--- src/rtl/data_mem_ctrl.sv ---
// data_mem_ctrl: single-outstanding load/store initiator toward data_ram with lane steering and load extension.
// Optional MEM_MISALIGN_EXC_EN turns misaligned half/word accesses into error responses instead of forcing alignment.
module data_mem_ctrl #(
    parameter int unsigned WAIT_CYCLES = 1,
    parameter logic [31:0] BASE_ADDR   = 32'h0002_0000,
    parameter int unsigned SIZE_BYTES  = 4096
) (
    input  logic        clk,
    input  logic        rst_n,
    input  logic        req_valid,
    output logic        req_ready,
    input  logic [2:0]  req_op,
    input  logic [31:0] req_addr,
    input  logic [31:0] req_wdata,
    output logic        resp_valid,
    output logic [31:0] resp_rdata,
    output logic        resp_err,
    output logic        stall_o,
    output logic        ram_ce,
    output logic        ram_we,
    output logic [31:0] ram_addr,
    output logic [3:0]  ram_sel,
    output logic [31:0] ram_wdata,
    input  logic [31:0] ram_rdata
);
    typedef enum logic [1:0] {IDLE, ACCESS, RESP} state_t;
    state_t      state_q, state_d;
    logic [2:0]  op_q, op_d;
    logic [31:0] addr_q, addr_d, wdata_q, wdata_d, rdata_q, rdata_d;
    logic [3:0]  sel_q, sel_d, cnt_q, cnt_d;
    logic        err_q, err_d;
    logic        is_word, is_half, in_win, bad, last;
    logic [1:0]  a;
    logic [7:0]  bv;
    logic [15:0] hv;
    logic [31:0] ld;

    assign is_word = (req_op == 3'b100) || (req_op == 3'b111);
    assign is_half = (req_op == 3'b010) || (req_op == 3'b011) || (req_op == 3'b110);
    assign in_win  = (req_addr - BASE_ADDR) < SIZE_BYTES;
`ifdef MEM_MISALIGN_EXC_EN
    assign bad = !in_win || (is_half && req_addr[0]) || (is_word && req_addr[1:0] != 2'b00);
    assign a   = req_addr[1:0];
`else
    assign bad = !in_win;
    assign a   = is_word ? 2'b00 : is_half ? {req_addr[1], 1'b0} : req_addr[1:0];
`endif
    assign last = cnt_q == 4'(WAIT_CYCLES);
    // Big-endian lanes: byte offset 0 lives in rdata[31:24]
    assign bv = ram_rdata[{~addr_q[1:0], 3'b000} +: 8];
    assign hv = addr_q[1] ? ram_rdata[15:0] : ram_rdata[31:16];
    assign ld = op_q == 3'b000 ? {{24{bv[7]}}, bv} :
                op_q == 3'b001 ? {24'h0, bv} :
                op_q == 3'b010 ? {{16{hv[15]}}, hv} :
                op_q == 3'b011 ? {16'h0, hv} :
                op_q == 3'b100 ? ram_rdata : 32'h0;

    always_comb begin
        state_d = state_q;
        op_d    = op_q;
        addr_d  = addr_q;
        wdata_d = wdata_q;
        sel_d   = sel_q;
        cnt_d   = cnt_q;
        rdata_d = rdata_q;
        err_d   = err_q;
        case (state_q)
            IDLE: if (req_valid) begin
                op_d    = req_op;
                addr_d  = {req_addr[31:2], a};
                sel_d   = is_word ? 4'b1111 : is_half ? (a[1] ? 4'b0011 : 4'b1100) : 4'b1000 >> a;
                wdata_d = is_word ? req_wdata : is_half ? {2{req_wdata[15:0]}} : {4{req_wdata[7:0]}};
                cnt_d   = 4'd0;
                if (bad) begin
                    err_d   = 1'b1;
                    rdata_d = 32'h0;
                end
                state_d = bad ? RESP : ACCESS;
            end
            ACCESS: if (last) begin
                rdata_d = ld;
                err_d   = 1'b0;
                state_d = RESP;
            end else begin
                cnt_d = cnt_q + 4'd1;
            end
            default: state_d = IDLE;
        endcase
    end

    always_ff @(posedge clk or negedge rst_n) begin
        if (!rst_n) begin
            state_q <= IDLE;
            op_q    <= 3'd0;
            addr_q  <= 32'h0;
            wdata_q <= 32'h0;
            sel_q   <= 4'h0;
            cnt_q   <= 4'h0;
            rdata_q <= 32'h0;
            err_q   <= 1'b0;
        end else begin
            state_q <= state_d;
            op_q    <= op_d;
            addr_q  <= addr_d;
            wdata_q <= wdata_d;
            sel_q   <= sel_d;
            cnt_q   <= cnt_d;
            rdata_q <= rdata_d;
            err_q   <= err_d;
        end
    end

    assign req_ready  = state_q == IDLE;
    assign resp_valid = state_q == RESP;
    assign resp_rdata = rdata_q;
    assign resp_err   = err_q;
    assign stall_o    = (state_q != IDLE) || req_valid;
    assign ram_ce     = state_q == ACCESS;
    assign ram_we     = ram_ce && op_q[2] && (op_q[1:0] != 2'b00) && last;
    assign ram_addr   = ram_ce ? {addr_q[31:2], 2'b00} : 32'h0;
    assign ram_sel    = ram_ce ? sel_q : 4'h0;
    assign ram_wdata  = ram_ce ? wdata_q : 32'h0;
endmodule

--- config.mk ---
export PLATFORM = sky130hd
export DESIGN_NAME = data_mem_ctrl
export DESIGN_NICKNAME = d
export VERILOG_FILES = /design/src/rtl/data_mem_ctrl.sv
export SDC_FILE = /design/constraint.sdc
export NUM_CORES = 1
export LEC_CHECK = 0
export ABC_AREA = 1
export BUFFER_PORTS_ARGS = -buffer_cell sky130_fd_sc_hd__buf_4
export CORE_ASPECT_RATIO = 1.75
export CORE_UTILIZATION = 46
export CTS_CLUSTER_SIZE = 20
export DETAILED_ROUTE_END_ITERATION = 12
export PLACE_DENSITY_LB_ADDON = 0.08
export SYNTH_ARGS = -nofsm -noshare
export SYNTH_HDL_FRONTEND = slang
export SYNTH_SLANG_ARGS = --single-unit
--- constraint.sdc ---
create_clock -name clk -period 1.6 [get_ports clk]
set_input_delay 0.08 -clock clk [delete_from_list [all_inputs] [get_ports clk]]
set_output_delay 0.08 -clock clk [all_outputs]
set_load 0.02 [all_outputs]
* Word-level counts from Yosys, hierarchy flattened
Cells that the tools add are included.
** Cells by class
- Multiplexer cells :: 31
- Reduce and logical (&&, ||, !) cells :: 16
- $add $sub $neg :: 2
- Bitwise gates (word level) :: 1
- Equality and inequality tests :: 16
- Shift-type cells :: 2
- Order comparisons :: 1
** Operators with widths (number)
- 2-to-1 mux 32 bit :: 12
- case mux 32 bit (2 select lines) :: 1
- less-than comparator 32 x 13 -> 1 bit, second input constant :: 1
- indexed part select 32 x 6 -> 8 bit :: 1
- subtractor 32 x 18 -> 32 bit, second input constant :: 1
- 2-to-1 mux 4 bit :: 6
- 2-to-1 mux 16 bit :: 1
- == test 3 x 2 -> 1 bit, second input constant :: 4
- == test 3 bit, second input constant :: 4
- 2-to-1 mux 2 bit :: 4
- case mux 4 bit (2 select lines) :: 1
- inequality test 2 bit, second input constant :: 3
- nonzero test 2 bit :: 3
- adder 4 x 1 -> 4 bit, second input constant :: 1
- == test 4 x 1 -> 1 bit, second input constant :: 1
- logical OR 1 bit :: 4
- 2-to-1 mux 1 bit :: 4
- case mux 2 bit (2 select lines) :: 1
- AND reduction 2 bit :: 2
- AND reduction 4 bit :: 1
- right shift 4 x 2 -> 4 bit, first input constant :: 1
- == test 3 x 1 -> 1 bit, second input constant :: 1
- logical AND 1 bit :: 3
- zero test 3 bit :: 1
- 7 further kinds :: 7
** Storage, ports and cells
- Output and inout port bits :: 106
- Flip-flop bits (word level) :: 110

* Logic depth before layout (Yosys ltp)
Gate-level depths: netlist of run 1.
- Depth after elaboration :: 8
- Depth in mapped cells :: 15
- Gate-level depth less buffers :: 14

* Least setup slack after synthesis of run 1
No wires, ideal clock.
- Path kind :: register to register
- Start :: register state_q[1]
- End :: register wdata_q[20]
- Period minus slack after synthesis :: 1.744 ns
- Cell stages (with the launch flop) :: 8
- Data required time :: 1.468 ns
- Arrival :: 1.612 ns
- Path buffers :: 1
- Path slack :: -0.144 ns
- Cell sequence :: dfrtp_1 -> nor2_1 -> nand2_1 -> inv_1 -> clkbuf_1 -> o21ai_0 -> a21oi_1 -> a21oi_1
** Between the ends
- Cells in the longest elaborated chain, start to end :: 2
** RTL lines
- from (decl) :: line 27 : state_t state_q, state_d;
- from (signal assigned) :: line 102 : state_q <= state_d;
- zero test 2 bit
- named net req_ready :: line 11 : output logic req_ready,
- AND reduction 2 bit (no source line)
- to (signal assigned) :: line 105 : wdata_q <= wdata_d;
- to (decl) :: line 29 : logic [31:0] addr_q, addr_d, wdata_q, wdata_d, rdata_q, rdata_d;
The timed path passes the listed nets, and every way through them passes these cells.
A chain may end at the register's enable or synchronous reset.

* Worst setup path in the final report of run 1
- Start :: register addr_q[1]
- End :: register rdata_q[8] (netlist: resp_rdata[8])
** Between the ends
- Cells in the longest elaborated chain, start to end :: 7
- Elaborated cells between the ends (all ways) :: 9
- Classes of those cells :: 1 x shift; 7 x mux; 1 x bitwise
** RTL lines
- from (decl) :: line 29
- from (signal assigned) :: line 104 : addr_q <= addr_d;
- branches (longest 4 deep; another with indexed part select 32 x 6 -> 8 bit)
- 2-to-1 mux 32 bit * :: line 52 : assign ld = op_q == 3'b000 ? {{24{bv[7]}}, bv} :
- 2-to-1 mux 32 bit * :: line 80 : ACCESS: if (last) begin
- case mux 32 bit (2 select lines) * :: line 67 : case (state_q)
- to (signal assigned) :: line 108 : rdata_q <= rdata_d;
- to (decl) :: line 29
Every way passes the cells marked *. The select of a mux whose other input is x is not followed.

==> results.yml, run 1 <==
critical_path:
  critPathMostFrequentCell: "nand2_1"
  critPathTopFamily: "compound AO/OA/AOI/OAI gates"
  crit_type: "register to register"
  crit_slowest_cell: "dfrtp_2"
  arrival_ps: 1900
  slowest_delay_ps: 500
  cp_num_buf_inv: 1
  cp-end-kind: "register"
  cp_max_fo: 8
  worstPathRequired_ps: 1840
  path_cells: "buf_4 > nand2_1 > o21ai_0 > a221oi_1 > nor2_1 > nand3_1 > nand2_1"
  crit_path_start_kind: "register"
clocking:
  cts-root-buf: "clkbuf_16"
  clock-sinks: 110
  cts_inserted_buffers: 9
  clk_path_buf_depth: 2
  cts_tree: "built"
  insertion_delay_ps: 350
  h-tree-depth: 3
  clk_pin_slew_ps: 80
layout:
  drive_above_1_share_pct: 32.1
  antenna_cells: 0
  area_growth_pct: 52.9
  nNetsFinal: 1257
  final_cells: 1328
die:
  initial_utilization_pct: 47.4
  die_area_sq_um: 13900
  core_area_sq_um: 13000
  row_count: 55
  die_h_microns: 155
  fp.dieW_microns: 89.5
  ios: 208
detailed_routing:
  remaining_drc_errors: 0
  via_per_inst: 5.13
  via_count: 6811
  ant_nets: 0
  drtIter0Drc: 256
  wl_mm: 20.7
  drt_first_pass_iters: 5
  wl_per_cell_microns: 15.6
global_routing:
  globalRouteOverflowTotal: 0
  grt_max_degree: 48
  antenna_found_initial: 0
  grt_pass1_wl_mm: 30.1
  grt_use_total_pct: 28.4
  grt_pass1_vias: 6459
synthesis:
  syn_avg_cell_area_sq_um: 7.03
  synthDistinctLibCells: 36
  yosys_register_bits: 110
  syn_area_sq_um: 6170
  netlist_instances: 877
  ys_seq_area_share_pct: 44.6
  yosys_warnings: 0
timing:
  rsz0062_at_grt: "true"
  whs_ps: 8.27
  fin_ws_ps: -57.3
  post-route-period-util_pct: 104
  drv_slew: 0
  period_minus_slack_ps: 1660
  fin_tns_setup_ps: -60.4
  hold_viol: 0
  setup_viol: 2
  timing.fmax_mhz: 603
  skew_ps: 11.7
worst_hold_path:
  hold_path_class: "primary input to register"
outcome:
  violations: "negative setup slack"
  status: "finished, violations left"
power:
  comb_power_share_pct: 25.0
  p_sw_mw: 2.22
  p_seq_share_pct: 44.3
  netSwitchingFraction_pct: 31.1
  p_per_area_nw_per_um2: 756
  leakagePower_nw: 5.02
  p_total_mw: 7.13
  ir_worst_vdd_mv: 0.546
  internal_power_mw: 4.91
  p_clk_share_pct: 30.7
place:
  placedCellCount: 1257
  io_buffers: 205
  preCtsSetupSlack_ps: -106
  place_congestion: 0.943
  hpwlAfterDp_mm: 14.4
flow_run:
  maxCapViolCount: 0
## power by group through the flow
stage                     sequential, mW  combinational (mW)  clock [mW]
after floorplan                     3.17               0.841           0
after global placement              3.19                1.50           0
after detailed placement            3.20                1.51           0
after CTS                           3.15                1.61        2.25
after global routing                3.19                1.97        2.34
final                               3.16                1.79        2.19
## cells by family (layout without fill, tap and decap cells)
logic type / Yosys count / count (layout) / synth area share (%)
fa+ha+maj: 3 / 3 / 0.608
compound gates: 176 / 176 / 15.8
other cells: 1 / 2 / 0.0608
buf+inv: 185 / 464 / 12.0
mux: 1 / 1 / 0.162
simple gates: 401 / 401 / 26.7
flops: 110 / 110 / 44.6
## flip-flops by register name, indices dropped and copies added, names as in the netlist
signal      flops
addr_q         32
cnt_q           4
op_q            3
resp_err        1
resp_rdata     32
sel_q           4
state_q         2
wdata_q        32
## placed cells by master, fill, tap and decap left out, drive strengths merged, types with 2 or more instances in the layout
master and instances:
a31oi 3, o211ai 7, a22oi 16, dfrtp 110
conb 2, clkbuf 14, or2 2, nor3 3
buf 265, o22ai 2, ha 3, nor2 130
inv 138, dlygate4sd3 39, o21ai 95, a221oi 8
nand2 215, a21oi 44, clkinv 5, nand3 49
dlymetal6s4s 2
## worst reg2reg max path, delay by kind of cell, from the launching register on
| kind | cells | cell delay [ps] |
|---|---|---|
| compound gates | 2 | 540 |
| flops | 1 | 500 |
| simple gates | 4 | 320 |
| buf+inv | 1 | 190 |
## cell type report
| type | instances | area, sq um |
|---|---|---|
| clock buffers | 9 | 225 |
| inverters | 137 | 522 |
| clock inverters | 7 | 60.1 |
| fillers | 1072 | 3570 |
| flip-flops and latches | 110 | 2760 |
| repair buffers | 311 | 2730 |
| multi-input cells | 583 | 2930 |
| well taps | 171 | 214 |
## path summary, 6_finish.rpt
| check | slack (ps) | startpoint | end | cells past startpoint |
|---|---|---|---|---|
| max | -60 | addr_q[1] | resp_rdata[8] | 7 |
| min | 8 | req_wdata[10] | wdata_q[10] | 3 |
| max reg2reg | -60 | addr_q[1] | resp_rdata[8] | 7 |
| min reg2reg | 480 | resp_rdata[30] | resp_rdata[30] | 2 |
| max in group asynchronous | 910 | rst_n | wdata_q[2] | 3 |
| min in group asynchronous | 120 | rst_n | addr_q[9] | 2 |
## Yosys cell counts
| library cell | count | share of area (%) |
|---|---|---|
| dfrtp_1 | 110 | 45 |
| a31oi_1 | 3 | 0.30 |
| a22oi_1 | 16 | 1.9 |
| buf_4 | 2 | 0.24 |
| clkbuf_1 | 25 | 1.5 |
| or2_1 | 1 | 0.10 |
| inv_1 | 132 | 8.0 |
| nand3_4 | 1 | 0.28 |
| buf_1 | 8 | 0.49 |
| nor2_4 | 1 | 0.18 |
| clkbuf_2 | 1 | 0.081 |
| conb_1 | 1 | 0.061 |
| a21oi_1 | 44 | 3.6 |
| nand3b_1 | 1 | 0.12 |
| nor3b_1 | 1 | 0.12 |
| mux2i_1 | 1 | 0.16 |
| or2_2 | 1 | 0.10 |
| ha_1 | 3 | 0.61 |
| nand3_1 | 48 | 3.9 |
| o21a_1 | 1 | 0.12 |
| nor2_2 | 5 | 0.51 |
| nand2_2 | 10 | 1.0 |
| buf_8 | 1 | 0.24 |
| inv_2 | 4 | 0.24 |
| a221oi_1 | 8 | 1.1 |
| buf_2 | 9 | 0.73 |
| buf_6 | 2 | 0.37 |
| o211ai_1 | 7 | 0.85 |
| clkinv_1 | 1 | 0.061 |
| nand2_1 | 204 | 12 |
| nor3_1 | 3 | 0.24 |
| nor2_1 | 124 | 7.5 |
| o22ai_1 | 2 | 0.20 |
| o21ai_0 | 93 | 7.5 |
| nand2_4 | 1 | 0.18 |
| o21ai_1 | 2 | 0.16 |
## metrics by stage
step           instance area, sq um  util, %
2_1_floorplan                  6190        -
3_3_place_gp                   8250     63.4
3_5_place_dp                   8250     63.4
4_1_cts                        9000     69.2
5_1_grt                        9430     72.5
6_report                       9430     72.5
## metal layers
metal	wire [microns]	global-route usage [%]	part of all wire (%)	vias up
met5	0	0	0	-
li1	-	-	-	3293
met3	1230	5.20	6.0	85
met2	11000	51.2	53	291
met4	1370	17.9	6.6	0
met1	7160	29.1	35	3142
## timing repair
action / 4_1_cts / 5_1_grt
buffers inserted: 3 / 4
endpoints found under the hold margin: 150 / 0
setup endpoints to repair: 74 / 114
pin swaps: 1 / 33
resized for setup: 11 / 84
gates cloned: 0 / 9
hold buffers: 41 / 0
(Power assumes the default switching activity.)
==> run 2: changes to the inputs <==
- CORE_UTILIZATION: 46 -> 50
- clock period: 1.6 -> 1.53 ns (I/O delays scaled with it)
==> results.yml, run 2 (synthesis gave the netlist of run 1 again) <==
critical_path:
  r2r_slack_ps: -90
  cp-end-kind: "register"
  cp_num_buf_inv: 1
  worstPathRequired_ps: 1770
  cp_max_fo: 6
  slowest_delay_ps: 470
  critPathMostFrequentCell: "nand2_1"
  r2r_start: "addr_q[1]"
  crit_type: "register to register"
  crit_path_start_kind: "register"
  crit_slowest_cell: "dfrtp_2"
  arrival_ps: 1860
  r2r_cells: 9
  path_cells: "nand2_2 > o21ai_2 > mux2i_1 > nand2_1 > nand2_4 > clkbuf_16 > nor2_1 > nand3_1 > nand2_1"
  worstReg2RegEnd: "resp_rdata[24]"
  critPathTopFamily: "simple AND/OR/NAND/NOR gates"
global_routing:
  antenna_found_initial: 0
  globalRouteOverflowTotal: 0
  grt_use_total_pct: 29.3
  grt_pass1_wl_mm: 29.5
  grt_pass1_vias: 6425
  grt_max_degree: 46
die:
  die_area_sq_um: 12800
  initial_utilization_pct: 51.4
  row_count: 53
  core_area_sq_um: 12000
  ios: 208
  fp.dieW_microns: 86.0
  die_h_microns: 149
layout:
  multi_input_area_sq_um: 3090
  drive_above_1_share_pct: 35.3
  final_cells: 1318
  nFillCells: 828
  final_cell_mix: "buf_4, nand2_1, inv_1, dfrtp_1, nor2_1"
  area_growth_pct: 56.5
  antenna_cells: 0
  nNetsFinal: 1253
  finalInstanceArea_sq_um: 9650
  final-seq-area_sq_um: 2760
  layout_commonest_cell: "buf_4"
clocking:
  clk_pin_slew_ps: 70
  clock-sinks: 110
  clk_path_buf_depth: 2
  h-tree-depth: 3
  cts-root-buf: "clkbuf_16"
  cts_inserted_buffers: 9
  insertion_delay_ps: 340
  cts_tree: "built"
detailed_routing:
  remaining_drc_errors: 0
  drtIter0Drc: 417
  wl_mm: 20.9
  ant_nets: 0
  via_count: 6909
  via_per_inst: 5.24
  wl_per_cell_microns: 15.8
  drt_first_pass_iters: 5
place:
  placedCellCount: 1246
  place_congestion: 0.951
  io_buffers: 205
  hpwlAfterDp_mm: 13.3
  placed_cell_area_sq_um: 8180
timing:
  hold_viol: 0
  whs_ps: 13.1
  post-route-period-util_pct: 106
  fin_ws_ps: -94.2
  drv_slew: 0
  timing.fmax_mhz: 616
  rsz0062_at_grt: "true"
  setup_viol: 79
  fin_tns_setup_ps: -2750
  skew_ps: 9.11
  period_minus_slack_ps: 1620
flow_run:
  maxCapViolCount: 0
outcome:
  violations: "negative setup slack"
  status: "finished, violations left"
power:
  p_total_mw: 7.75
  leakagePower_nw: 5.01
  p_per_area_nw_per_um2: 803
  ir_worst_vdd_mv: 0.607
worst_hold_path:
  hold_path.startpoint: "req_wdata[8]"
  holdPathStages: 3
  hold_path_class: "primary input to register"
  worstHoldEndpoint: "wdata_q[8]"
run 2: worst max-delay path by stage:
stage,from,end,cells after the start
3_3_place_gp,op_q[1],resp_rdata[1],6
2_1_floorplan,state_q[0],ram_wdata[10],6
3_5_place_dp,op_q[1],resp_rdata[1],6
5_1_grt,addr_q[1],resp_rdata[22],9
4_1_cts,state_q[1],ram_wdata[27],5
6_report,addr_q[1],resp_rdata[24],9
run 2: report_power, final:
part	leakage, nW	switching (mW)	total, mW	internal [mW]
Clock	0.156	1.09	2.47	1.38
Sequential	1.38	0.133	3.31	3.18
Combinational	3.48	1.12	1.97	0.849
Total	5.01	2.34	7.75	5.41
run 2: through the flow:
step | setup WS (ps) | utilization [%]
floorplan | -80.4 | -
global placement | -154 | 68.2
detailed placement | -214 | 68.2
CTS | -37.2 | 74.8
global route | -146 | 80.4
finish | -94.2 | 80.4
run 2: layout make-up:
cell class                 instances  area share (%)
tap                              165            2.14
timing repair buffer             306            28.4
sequential                       110            28.6
inverter                         137            5.51
timing repair inverter             1          0.0778
clock buffer                      11            2.62
clock inverter                     5           0.674
multi-input combinational        583            32.0
run 2: timing repair:
action	4_1_cts	5_1_grt
pin swaps	4	29
hold buffers	38	0
gates cloned	2	7
endpoints found under the setup margin	108	122
resized for setup	17	159
endpoints found under the hold margin	64	0
buffers inserted	3	6
run 2: worst min-delay path, cell delays in order:
cell and delay [ps]:
buf_4 110, nand2_1 50, a22oi_1 60
run 2: metal layers:
layer,track usage (%),wire length [microns],up-vias
met4,15.1,914,0
met5,0,0,-
met3,4.21,1270,73
li1,-,-,3294
met1,32.5,7540,3205
met2,53.3,11100,337
